### src/rtl/flop_fifo_rd.sv
`default_nettype none
// ============================================================================
// Module   : flop_fifo_rd
// Brief    : Register-based synchronous FIFO with registered, one-cycle-late
//            read data and sticky overflow/underflow flags.
// Revision : 1.0
// ============================================================================
module flop_fifo_rd #(
    parameter int WIDTH = 32,
    parameter int DEPTH = 4,
    parameter int AW    = 2
) (
    input  logic             clk,
    input  logic             rst,
    input  logic             push,
    input  logic [WIDTH-1:0] d,
    input  logic             pop,
    output logic [WIDTH-1:0] q,
    output logic             q_valid,
    output logic             empty,
    output logic             full,
    output logic [AW:0]      count,
    output logic             ovf,
    output logic             udf
);

    localparam logic [AW:0]   c_depth   = (AW+1)'(DEPTH);
    localparam logic [AW:0]   c_cnt_one = (AW+1)'(1);
    localparam logic [AW-1:0] c_ptr_one = AW'(1);

    logic [WIDTH-1:0] r_mem [DEPTH];
    logic [AW-1:0]    r_wptr;
    logic [AW-1:0]    r_rptr;
    logic [AW:0]      r_count;
    logic [WIDTH-1:0] r_q;
    logic             r_q_valid;
    logic             r_ovf;
    logic             r_udf;

    logic             w_empty;
    logic             w_full;
    logic             w_pop_ok;
    logic             w_push_ok;

    assign w_empty   = (r_count == '0);
    assign w_full    = (r_count == c_depth);
    assign w_pop_ok  = pop & ~w_empty;
    // A pop in the same cycle frees a slot, so a full FIFO still takes the push.
    assign w_push_ok = push & (~w_full | w_pop_ok);

    always_ff @(posedge clk) begin
        if (w_push_ok && !rst) begin
            r_mem[r_wptr] <= d;
        end
    end

    always_ff @(posedge clk) begin
        if (rst) begin
            r_wptr    <= '0;
            r_rptr    <= '0;
            r_count   <= '0;
            r_q       <= '0;
            r_q_valid <= 1'b0;
            r_ovf     <= 1'b0;
            r_udf     <= 1'b0;
        end else begin
            r_q_valid <= w_pop_ok;
            if (w_pop_ok) begin
                r_q    <= r_mem[r_rptr];
                r_rptr <= r_rptr + c_ptr_one;
            end
            if (w_push_ok) begin
                r_wptr <= r_wptr + c_ptr_one;
            end
            case ({w_push_ok, w_pop_ok})
                2'b10:   r_count <= r_count + c_cnt_one;
                2'b01:   r_count <= r_count - c_cnt_one;
                default: r_count <= r_count;
            endcase
            if (push && !w_push_ok) begin
                r_ovf <= 1'b1;
            end
            if (pop && !w_pop_ok) begin
                r_udf <= 1'b1;
            end
        end
    end

    assign q       = r_q;
    assign q_valid = r_q_valid;
    assign empty   = w_empty;
    assign full    = w_full;
    assign count   = r_count;
    assign ovf     = r_ovf;
    assign udf     = r_udf;

endmodule
`default_nettype wire

### config.mk
export PLATFORM = sky130hd
export DESIGN_NAME = flop_fifo_rd
export DESIGN_NICKNAME = d
export VERILOG_FILES = /design/src/rtl/flop_fifo_rd.sv
export SDC_FILE = /design/constraint.sdc
export NUM_CORES = 1
export LEC_CHECK = 0
export ABC_AREA = 1
export CORE_AREA = 2 2 130 132
export DETAILED_ROUTE_END_ITERATION = 8
export DIE_AREA = 0 0 132 134
export DONT_BUFFER_PORTS = 1
export PLACE_DENSITY = 0.64
export SETUP_SLACK_MARGIN = 0.5
export SLEW_MARGIN = 10
export SYNTH_ARGS = -nofsm -noshare
export SYNTH_HDL_FRONTEND = slang
export SYNTH_SLANG_ARGS = --single-unit
### constraint.sdc
create_clock -name clk -period 3 [get_ports clk]
set_input_delay 0.9 -clock clk [delete_from_list [all_inputs] [get_ports clk]]
set_output_delay 0.9 -clock clk [all_outputs]
set_load 0.03 [all_outputs]
==> metrics.yaml <==
pwr:
  p_leak_nw: 2.50
  sw_frac_of_total: 0.295
  p_seq_frac: 0.522
  p_comb_frac: 0.123
  pwr-share-clk: 0.354
  vdd_drop_max_uv: 468
  total_power_mw: 5.82
  p_per_area_nw_per_um2: 802
  switching_power_mw: 1.72
  internal_power_mw: 4.11
placement:
  globalplace.congestion: 0.761
  preCtsSetupSlack_ns: 0.520
  dp_cells: 719
  port_buffers: 0
  hpwl_um: 8010
outcome:
  status: "completed"
yosys:
  synth.top_cells.by_area: "edfxtp_1 (60%), dfxtp_1 (13%), nor2_1 (8.1%)"
  yosysTopAreaCell: "edfxtp_1"
  synth_seq_area_share: 0.734
  synth_top_area_frac: 0.602
  ys_top_cells_by_count: "nor2_1 (138), edfxtp_1 (128), o21ai_0 (72)"
  avgSynthCellArea_um2: 12.3
  yosysUniqueCellTypes: 23
  yosysMostFrequentCell: "nor2_1"
  syn-num-nets: 561
  async_flop_share: 0
  synth.cell_area_um2: 6380
  synth-edff-count: 128
  ys.flop_type: "edfxtp_1"
  yosysWarningCount: 0
  synth-seq-cells: 170
  syn_inst: 520
sta:
  finalSetupViolCount: 0
  finalWorstPathRequiredPeriod_ns: 2.37
  drv_slew: 0
  tns_ns: 0
  fmaxAchievable_mhz: 422
  worst_pin_slew_ns: 0.677
  fin_worst_skew_ns: 0.00590
  timing.final.crit_share: 0.791
  rsz0062_at_grt: "false"
  timing.slew.headroom: 0.549
  worst_slack_ns: 0.628
  hold_viol: 0
setup_path:
  max_stage_delay_ns: 0.58
  crit_family: "simple AND/OR/NAND/NOR gates"
  criticalPathCategory: "register to register"
  critPathLaunchType: "register"
  slowest_stage: "dfxtp_1"
  crit_path_cell_trace: "nor2_4 > nand2_1 > inv_2 > nand2_1 > nand3_1 > nor2_4 > buf_12"
  critPathBufInv: 2
  worstSetupStartpoint: "count[0]"
  worstPathArrival_ns: 2.50
  end_kind: "register"
  worstReg2RegStart: "count[0]"
  required_ns: 3.13
  crit_path_max_fanout: 24
routing:
  wire_per_inst_um: 17.5
  antenna_left: 0
  vias_per_cell: 5.11
  drtIter0Drc: 333
  dr_total_vias: 3890
  drc: 0
  routed_wirelength_um: 13300
  dr.pass1.iters: 7
clock_tree:
  cts_tree: "built"
  clk_latency_ns: 0.42
  cts-resized-gates: 0
  numCtsBuffers: 17
  htreeDepth: 4
  cts.root.buffer_cell: "clkbuf_16"
  cts.sinks: 170
  clk_pin_slew_ns: 0.06
  clockBufferDepth: 2
global_route:
  grt_overflow_total: 0
  grtUsageTotal: 0.156
  top_usage_layer: "met2"
  grt_pass1_vias: 3831
  use_met2: 0.262
  grt_pass1_wl_um: 20700
  grt_antenna_before_repair: 0
  use_met1: 0.179
  gr-usage-met3: 0.0650
  grt_max_degree: 66
floorplan:
  rows: 47
  initial_utilization: 0.392
  dieArea_um2: 17700
  core_um2: 16300
  dieWidth_um: 132
  ioPinCount: 76
  die_h_um: 134
cells_and_area:
  final_nets: 569
  fin_cells: 761
  fillers: 1474
  n_antenna_cell: 0
  utilization: 0.446
  drive_gt1_frac: 0.116
  area_delta_synth_final_pct: 13.8
hold_path:
  holdCritPathClass: "register to register"
  hold_path_startpoint: "r_wptr[1]"
run:
  drv_cap: 0
[per-layer routing]
metal / vias to the layer above / wire (um)
met3: 17 / 1070
met5: - / 0
li1: 1871 / -
met2: 112 / 6600
met1: 1890 / 5440
met4: 0 / 175
[layout by cell type (no fill, tap or decap)]
cell type	netlist	layout
a21boi_1	1	1
a21oi_1	6	6
buf_12	0	4
buf_4	0	15
bufinv_16	0	1
clkbuf_1	11	2
clkbuf_16	0	17
clkbuf_8	0	1
clkinv_1	0	1
clkinv_2	0	2
clkinv_4	0	2
clkinvlp_4	0	2
dfxtp_1	42	41
dfxtp_2	0	1
edfxtp_1	128	128
fa_1	1	1
ha_1	4	4
inv_1	11	11
inv_2	6	6
inv_4	1	1
inv_6	0	2
inv_8	0	2
nand2_1	9	9
nand2_4	2	2
nand3_1	5	5
nand4_1	2	2
nor2_1	138	134
nor2_4	1	5
o21a_1	2	2
o21ai_0	72	72
o21ai_1	27	27
o22ai_1	32	32
[sequential cells by signal (all words and copies together) (netlist names)]
register,flops
r_wptr,2
r_rptr,2
q,32
udf,1
r_mem,128
q_valid,1
ovf,1
count,3
[layout make-up]
class,instances,area [um2],area share
clock buffers,20,447,0.0615
flip-flops and latches,170,4690,0.646
clock inverters,12,116,0.0160
multi-input cells,302,1470,0.203
repair buffers,19,193,0.0265
well taps,220,275,0.0379
inverters,18,70.1,0.00965
[path summary, 6_finish.rpt]
path,cells past startpoint,slack [ns],to
worst min-delay path,2,0.54,r_wptr[1]
worst max-delay path,7,0.63,r_mem[1][21]
worst min register to register,2,0.54,r_wptr[1]
worst max register to register,7,0.63,r_mem[1][21]
[worst register-to-register path, stage by stage (launching register included)]
cell and delay, ns:
dfxtp_1 0.58, nor2_4 0.09, nand2_1 0.13, inv_2 0.11
nand2_1 0.12, nand3_1 0.37, nor2_4 0.42, buf_12 0.25
[cell families after synthesis]
kind of cell,Yosys count,synth area share
AO/OA/AOI/OAI,140,0.117
adder cells (fa/ha/maj),5,0.0110
flip-flops,170,0.734
buffers and inverters,48,0.0398
AND/OR/NAND/NOR,157,0.0977
[what timing repair did]
action | in CTS | in global routing
setup buffers | 0 | 10
hold endpoints to repair | 0 | 0
hold buffers | 0 | 0
setup endpoints to repair | 0 | 43
[power by group through the flow]
stage	Sequential, mW	Combinational (mW)	Clock, mW
floorplan	3.04	0.597	0
CTS	3.05	0.718	2.12
finish	3.04	0.717	2.06
detailed placement	3.10	0.713	0
global placement	3.09	0.688	0
global route	3.06	0.814	2.21
[through the flow]
stage	hold slack, ns	instance area [um2]
3_3_place_gp	0.517	6620
4_1_cts	0.521	7180
2_1_floorplan	0.491	6380
3_5_place_dp	0.539	6620
5_1_grt	0.521	7260
6_report	0.542	7260
Power figures use the tool's default switching activity.
